<file path="src/rtl/clk_period_meter_pkg.sv">
// Shared definitions for the clock period meter: FSM state encoding and
// default measurement constants used as parameter defaults by the top.
package clk_period_meter_pkg;

   // Measurement FSM: ARM waits for a reference rising edge, RUN counts.
   typedef enum logic {
      ST_ARM = 1'b0,
      ST_RUN = 1'b1
   } state_t;

   // Defaults sized for monitoring a divide-by-3 clock.
   localparam int DEF_SYNC_STAGES = 2;
   localparam int DEF_CNT_W       = 16;
   localparam int DEF_EXP_MIN     = 3;
   localparam int DEF_EXP_MAX     = 3;
   localparam int DEF_TIMEOUT     = 1024;
   localparam int DEF_ERR_W       = 8;

endpackage : clk_period_meter_pkg

</file>
<file path="src/rtl/clk_period_meter_sync_edge_det.sv">
// Front end of the period meter: brings the asynchronous monitored clock
// into the clk_in domain through a synchronizer chain, then delays it one
// more cycle so a rising edge can be detected as s & ~s_d.
module sync_edge_det #(
   parameter int STAGES = 2
) (
   input  logic clk_in,
   input  logic rst_n,
   input  logic sig_in,
   output logic s,
   output logic rise
);

   logic [STAGES-1:0] sync_q;
   logic              s_d;

   // Synchronizer chain followed by the edge-detect delay flop.
   always_ff @(posedge clk_in or negedge rst_n) begin
      if (!rst_n) begin
         sync_q <= '0;
         s_d    <= 1'b0;
      end else begin
         // NOTE: non-blocking assignments so each stage samples the previous
         // stage's old value; blocking here would collapse the chain.
         sync_q <= {sync_q[STAGES-2:0], sig_in};
         s_d    <= sync_q[STAGES-1];
      end
   end

   assign s    = sync_q[STAGES-1];
   assign rise = s & ~s_d;

endmodule : sync_edge_det

</file>
<file path="src/rtl/clk_period_meter.sv">
// On-chip period checker for a slow (divided) clock sampled as data in the
// clk_in domain. Measures rise-to-rise period and high time in clk_in
// cycles, flags out-of-range periods with a saturating error counter, and
// raises a sticky timeout when the monitored clock stops toggling.
module clk_period_meter
   import clk_period_meter_pkg::*;
#(
   parameter int SYNC_STAGES = DEF_SYNC_STAGES,
   parameter int CNT_W       = DEF_CNT_W,
   parameter int EXP_MIN     = DEF_EXP_MIN,
   parameter int EXP_MAX     = DEF_EXP_MAX,
   parameter int TIMEOUT     = DEF_TIMEOUT,
   parameter int ERR_W       = DEF_ERR_W
) (
   input  logic             clk_in,
   input  logic             rst_n,
   input  logic             sig_in,
   input  logic             clr,
   output logic [CNT_W-1:0] period,
   output logic [CNT_W-1:0] high_time,
   output logic             meas_valid,
   output logic             in_range,
   output logic [ERR_W-1:0] err_cnt,
   output logic             timeout
);

   localparam logic [CNT_W-1:0] CNT_ONE   = CNT_W'(1);
   localparam logic [CNT_W-1:0] CNT_MAX   = '1;
   localparam logic [CNT_W-1:0] EXP_MIN_C = CNT_W'(EXP_MIN);
   localparam logic [CNT_W-1:0] EXP_MAX_C = CNT_W'(EXP_MAX);
   localparam logic [CNT_W-1:0] TIMEOUT_C = CNT_W'(TIMEOUT);
   localparam logic [ERR_W-1:0] ERR_ONE   = ERR_W'(1);
   localparam logic [ERR_W-1:0] ERR_MAX   = '1;

   state_t           state;
   logic [CNT_W-1:0] cnt;
   logic [CNT_W-1:0] hcnt;
   logic [CNT_W-1:0] cnt_nxt;
   logic [CNT_W-1:0] hcnt_nxt;
   logic [ERR_W-1:0] err_nxt;
   logic             cnt_ok;
   logic             s;
   logic             rise;

   sync_edge_det #(
      .STAGES (SYNC_STAGES)
   ) u_sync (
      .clk_in (clk_in),
      .rst_n  (rst_n),
      .sig_in (sig_in),
      .s      (s),
      .rise   (rise)
   );

   // Saturating increments and the range test on the running period count.
   always_comb begin
      // NOTE: defaults first so every path assigns every variable and no
      // latch is inferred.
      cnt_nxt  = cnt;
      hcnt_nxt = hcnt;
      err_nxt  = err_cnt;
      cnt_ok   = (cnt >= EXP_MIN_C) && (cnt <= EXP_MAX_C);
      if (cnt != CNT_MAX) begin
         cnt_nxt = cnt + CNT_ONE;
      end
      if (s && (hcnt != CNT_MAX)) begin
         hcnt_nxt = hcnt + CNT_ONE;
      end
      if (!cnt_ok && (err_cnt != ERR_MAX)) begin
         err_nxt = err_cnt + ERR_ONE;
      end
   end

   // Measurement FSM with counters and registered outputs.
   always_ff @(posedge clk_in or negedge rst_n) begin
      if (!rst_n) begin
         state      <= ST_ARM;
         cnt        <= '0;
         hcnt       <= '0;
         period     <= '0;
         high_time  <= '0;
         meas_valid <= 1'b0;
         in_range   <= 1'b0;
         err_cnt    <= '0;
         timeout    <= 1'b0;
      end else begin
         meas_valid <= 1'b0;
         if (clr) begin
            // Clear beats a coincident rise: re-arm without measuring.
            state   <= ST_ARM;
            err_cnt <= '0;
            timeout <= 1'b0;
         end else begin
            case (state)
               ST_ARM: begin
                  // The first rise only sets the reference point.
                  if (rise) begin
                     cnt   <= CNT_ONE;
                     hcnt  <= CNT_ONE;
                     state <= ST_RUN;
                  end
               end
               ST_RUN: begin
                  if (rise) begin
                     period     <= cnt;
                     high_time  <= hcnt;
                     meas_valid <= 1'b1;
                     in_range   <= cnt_ok;
                     err_cnt    <= err_nxt;
                     timeout    <= 1'b0;
                     cnt        <= CNT_ONE;
                     hcnt       <= CNT_ONE;
                  end else if (cnt == TIMEOUT_C) begin
                     // Stalled clock: keep the last period/high_time visible.
                     timeout  <= 1'b1;
                     in_range <= 1'b0;
                     state    <= ST_ARM;
                  end else begin
                     cnt  <= cnt_nxt;
                     hcnt <= hcnt_nxt;
                  end
               end
               default: state <= ST_ARM;
            endcase
         end
      end
   end

endmodule : clk_period_meter

</file>
<file path="config.mk">
export PLATFORM = sky130hd
export DESIGN_NAME = clk_period_meter
export DESIGN_NICKNAME = d
export VERILOG_FILES = /design/src/rtl/clk_period_meter_pkg.sv /design/src/rtl/clk_period_meter_sync_edge_det.sv /design/src/rtl/clk_period_meter.sv
export SDC_FILE = /design/constraint.sdc
export NUM_CORES = 1
export LEC_CHECK = 0
export CAP_MARGIN = 20
export CORE_MARGIN = 4
export CORE_UTILIZATION = 39
export DETAILED_ROUTE_END_ITERATION = 12
export GPL_ROUTABILITY_DRIVEN = 0
export PLACE_DENSITY = 0.73
export SYNTH_ARGS = -nofsm -noshare
export SYNTH_HDL_FRONTEND = slang
export SYNTH_SLANG_ARGS = --single-unit
</file>
<file path="constraint.sdc">
create_clock -name clk_in -period 2.1 [get_ports clk_in]
set_clock_uncertainty 0.2 [all_clocks]
set_input_delay 0.42 -clock clk_in [delete_from_list [all_inputs] [get_ports clk_in]]
set_output_delay 0.42 -clock clk_in [all_outputs]
set_load 0.01 [all_outputs]
</file>
* Word-level counts from Yosys, hierarchy flattened *
Index checks and enable logic that the tools add are counted.

storage, ports and cells
  bits in registers = 79
  input port bits = 4
  output and inout bits = 43
  logic and storage cells = 69

operators by class
  add/subtract/negate cells = 3
  $lt $le $gt $ge = 2
  equality and inequality tests = 8
  multiplexer cells = 26
  bitwise gates (word level) = 4
  reduce and logical (&&, ||, !) cells = 15

operators with widths
  cell                     count
  $mux W16                 7
  $pmux W16 S2             2
  $add A16 B1 Y16 const B  2
  $mux W8                  4
  $ne A16 B16 Y1 const B   2
  $eq A16 B11 Y1 const B   1
  $ge A16 B2 Y1 const B    1
  $le A16 B2 Y1 const B    1
  $mux W1                  12
  $reduce_and A3 Y1        3
  $add A8 B1 Y8 const B    1
  $ne A8 B8 Y1 const B     1
  $reduce_and A4 Y1        2
  $reduce_bool A2 Y1       4
  $ne A3 B1 Y1 const B     2
  $logic_and A1 B1 Y1      3
  $ne A3 B3 Y1 const B     1
  $not A1 Y1               3
  $reduce_bool A3 Y1       1
  $ne A2 B2 Y1 const B     1
  $pmux W1 S2              1
  $reduce_and A2 Y1        1
  $and A1 B1 Y1            1
  $logic_not A1 Y1         1

* Logic depth before layout (Yosys ltp) *
  depth after elaboration = 8
  depth in mapped cells = 8
  depth with buffers taken out = 8

* By module *
From an unflattened synthesis, not the netlist that was laid out.

second synthesis, totals
  cell total of the unflattened synthesis = 363
  area, all modules = 3,761.1 µm²

modules (own cells, without submodules)
  module            instances  cells each  area an instance (µm²)  sequential area each (µm²)
  clk_period_meter  1          359         3,672.3                 1,901.8
  sync_edge_det     1          4           88.8                    75.1

* Least setup slack after synthesis *
No wires, ideal clock.

  path type = reg-to-reg
  start = register cnt[4]
  end = register cnt[7]
  library setup time = 0.124 ns
  arrival = 1.928 ns
  data required time = 1.776 ns
  slack = -0.152 ns
  cell stages (with the launch flop) = 7
  path buffers = 1
  clock period less this slack = 2.252 ns
  path through = dfrtp_1 > or4_1 > nor4_4 > or3_1 > buf_4 > nor4_1 > a211o_1

on the way
  longest elaborated chain between the ends = 5
  elaborated cells between the ends (all ways) = 10
  those cells by class = add/sub (1); eq/ne (4); mux (4); reduce/logical (1)

RTL lines
  item                    line                     text
  start, declared         clk_period_meter.sv:36   logic [CNT_W-1:0] cnt;
  start signal, assigned  clk_period_meter.sv:119  cnt <= cnt_nxt;
  $add A16 B1 Y16         clk_period_meter.sv:64   cnt_nxt = cnt + CNT_ONE;
  $mux W16                clk_period_meter.sv:63   if (cnt != CNT_MAX) begin
  $mux W16                clk_period_meter.sv:113  end else if (cnt == TIMEOUT_C) begin
  $mux W16                clk_period_meter.sv:104  if (rise) begin
  $pmux W16 S2            clk_period_meter.sv:94   case (state)

Parallel ways exist; a longest one is shown, timed or not. The select of a mux whose other input is x is not followed.
A chain may end at the register's enable or synchronous reset.

* Worst setup path after layout *
  start = register cnt[3]
  end = register cnt[15]

The elaborated chain is that of the path after synthesis.

==> results.toml <==
[pwr]
finalPower_w = 0.00379
combPwrFrac_pct = 17.6
power_frac_clock_pct = 38.5
seq_power_share_pct = 43.9
internal_power_w = 0.00284
p_leak_nw = 2.39
power.density_nw_per_um2 = 700
max-vdd-ir-drop_v = 0.000623
swShare_pct = 25.2
switchingPower_w = 0.000956

[min_path]
hp-class = "flip-flop to flip-flop"

[setup_path]
crit_arrival_ps = 2340
cp_top_family = "simple AND/OR/NAND/NOR gates"
worstSetupStartpointType = "flip-flop"
crit_chain = "or4_4 > nor4_4 > buf_6 > o22a_4 > inv_6 > o21ai_4 > o22a_1"
critPathBufInv = 2
slowest_delay_ps = 540
cp.required_ps = 2200
crit_path_top_delay_cell = "or4_4"
worst-path-max-fanout = 7
cp-end-kind = "flip-flop"
setup.worst_path.class = "flip-flop to flip-flop"

[route]
routedWlPerCell_um = 16.3
vias = 3382
drt-initial-drc-count = 173
totalWireLength_um = 9850
drtPass1Iterations = 5
ant_nets = 0
routed_via_density = 5.58
post-route-drc-count = 0

[clocking]
cts_tree = "built"
h-tree-depth = 3
clk_latency_ps = 360
clk_pin_slew_ps = 90
cts_root_buf = "clkbuf_8"
cts_buffer_depth = 2
cts_buffers = 9
cts_num_sinks = 79

[die]
io_pins = 47
core_region_area_sq_um = 9370
start_util_pct = 40.8
die_x_um = 107
die_area_sq_um = 11400
rows = 35
chipHeight_um = 107

[sta]
grt_setup_unrepaired = "true"
setup_ws_ps = -136
worst_slew_pin_slew_ps = 539
finalCriticalPeriod_ps = 2240
clock.fmax_mhz = 447
setup_violations = 40
relSlewSlack_pct = 63.9
final-max-slew-violation-count = 0
hold_viol = 0
finalCritPeriodShare_pct = 106
holdWs_ps = 140

[yosys]
synth_top_area_share_pct = 51.7
ys_types = 51
synthSimpleGateAreaFrac_pct = 18.6
syn_area_per_cell_sq_um = 10.7
synthFlopType = "dfrtp_1"
synthAdderAreaFrac_pct = 1.31
syn_area_sq_um = 3820
synth_top_family_by_area = "simple AND/OR/NAND/NOR gates"
ys_async_sr_fraction_pct = 100
yosysSeqAreaShare_pct = 51.7
yosys.area.top_type = "dfrtp_1"
synth_nets = 364
netlist_instances = 356
synth-xor-area-share_pct = 1.38
synthTopCellsByArea = "dfrtp_1, mux2_2, a31oi_1"
synth_compound_area_share_pct = 14.4
synthMostInstantiatedCell = "dfrtp_1"
ys_seq_elements = 79
synth-edff-count = 0
synth_commonest_cells = "dfrtp_1, mux2_2, nand2_1, a31oi_1, o21ai_1"
yosysWarningCount = 0
muxShareOfSynthArea_pct = 9.69

[grt]
grtUsageTotal_pct = 18.0
grt_max_degree = 36
antenna_found_initial = 0
grt_pass1_wl_um = 16600
grt_pass1_vias = 3504
grt_remaining_overflow = 0

[final_layout]
layout.nets = 480
final_core_util_pct = 57.8
n_antenna_cell = 0
area_delta_synth_final_pct = 41.8
final_area_sq_um = 5420
drive_above_1_share_pct = 33.1

[job]
max_cap_viol_count = 0

[status]
violations = "negative setup slack"
status = "finished with violations"

[placed_design]
placement.io_buffers = 46
hpwl_um = 6790
placement.cell_area_sq_um = 4950
==> per-layer routing <==
metal | global-route usage (%) | wire (um)
met1 | 22.4 | 4130
met2 | 30.8 | 5100
met3 | 4.27 | 470
met4 | 5.57 | 151
met5 | 0 | 0
==> final timing paths <==
check | startpoint | endpoint | slack, ps | cells past startpoint
max | cnt[3]$_DFFE_PN0P_ | cnt[15]$_DFFE_PN0P_ | -140 | 7
min | u_sync.sync_q[0]$_DFF_PN0_ | u_sync.sync_q[1]$_DFF_PN0_ | 140 | 0
max reg2reg | cnt[3]$_DFFE_PN0P_ | cnt[15]$_DFFE_PN0P_ | -140 | 7
min reg2reg | u_sync.sync_q[0]$_DFF_PN0_ | u_sync.sync_q[1]$_DFF_PN0_ | 140 | 0
max in group asynchronous | rst_n | high_time[11]$_DFFE_PN0P_ | 780 | 3
min in group asynchronous | rst_n | err_cnt[5]$_DFFE_PN0P_ | 350 | 2
==> power by group through the flow <==
stage | registers (W) | clock network (W) | logic, W
floorplan | 0.00172 | 0 | 0.000237
global placement | 0.00169 | 0 | 0.000597
detailed placement | 0.00170 | 0 | 0.000614
CTS | 0.00167 | 0.00149 | 0.000639
global route | 0.00168 | 0.00155 | 0.000730
finish | 0.00167 | 0.00146 | 0.000667
==> cells by family (layout without fill, tap and decap cells) <==
kind of cell    Yosys count  after routing
fa+ha+maj                 4              4
buf+inv                  25            146
xor+xnor                  6              6
mux                      33             33
compound gates           84             84
simple gates            125            125
flops                    79             79
==> state kept, by name, indices dropped and copies added, names as in the netlist <==
name,flops
state,1
meas_valid,1
u_sync.s_d,1
err_cnt,8
cnt,16
timeout,1
period,16
hcnt,16
high_time,16
in_range,1
u_sync.sync_q,2
==> cell type report <==
class | instances | area (sq um)
Fill cell | 811 | 3950
Sequential cell | 79 | 1980
Multi-Input combinational cell | 252 | 1900
Timing Repair Buffer | 120 | 1080
Clock buffer | 12 | 165
Tap cell | 129 | 161
Clock inverter | 4 | 98.8
Inverter | 10 | 42.5
==> stage by stage <==
stage / TNS [ps] / std cells / setup WS (ps)
3_3_place_gp: -8760 / 584 / -340
6_report: -3140 / 606 / -136
3_5_place_dp: -10010 / 584 / -377
4_1_cts: -3030 / 605 / -128
5_1_grt: -6980 / 606 / -218
2_1_floorplan: -1850 / 356 / -135
==> repair_timing <==
item / 4_1_cts / 5_1_grt
hold buffers: 1 / 0
cloned: 0 / 0
buffers inserted: 4 / 1
endpoints found under the hold margin: 33 / 0
resized for setup: 19 / 14
endpoints found under the setup margin: 53 / 74
pin swaps: 11 / 12
==> cells in the final DEF, fill, tap and decap left out, types with 4 or more instances in the layout <==
cell type,count
o31ai_1,7
buf_6,4
nor4_1,7
xnor2_1,6
nor3_1,5
nand2_1,22
nor4_4,4
dfrtp_1,79
a21oi_2,5
nor2_1,16
mux2_2,32
nand4_1,9
buf_4,66
or4_4,4
o22a_1,4
and3_1,10
nand3_1,17
inv_1,9
o21ai_1,19
clkdlybuf4s50_1,45
a31oi_1,20
o21ai_0,6
clkbuf_8,12
Power figures use the tool's default switching activity.
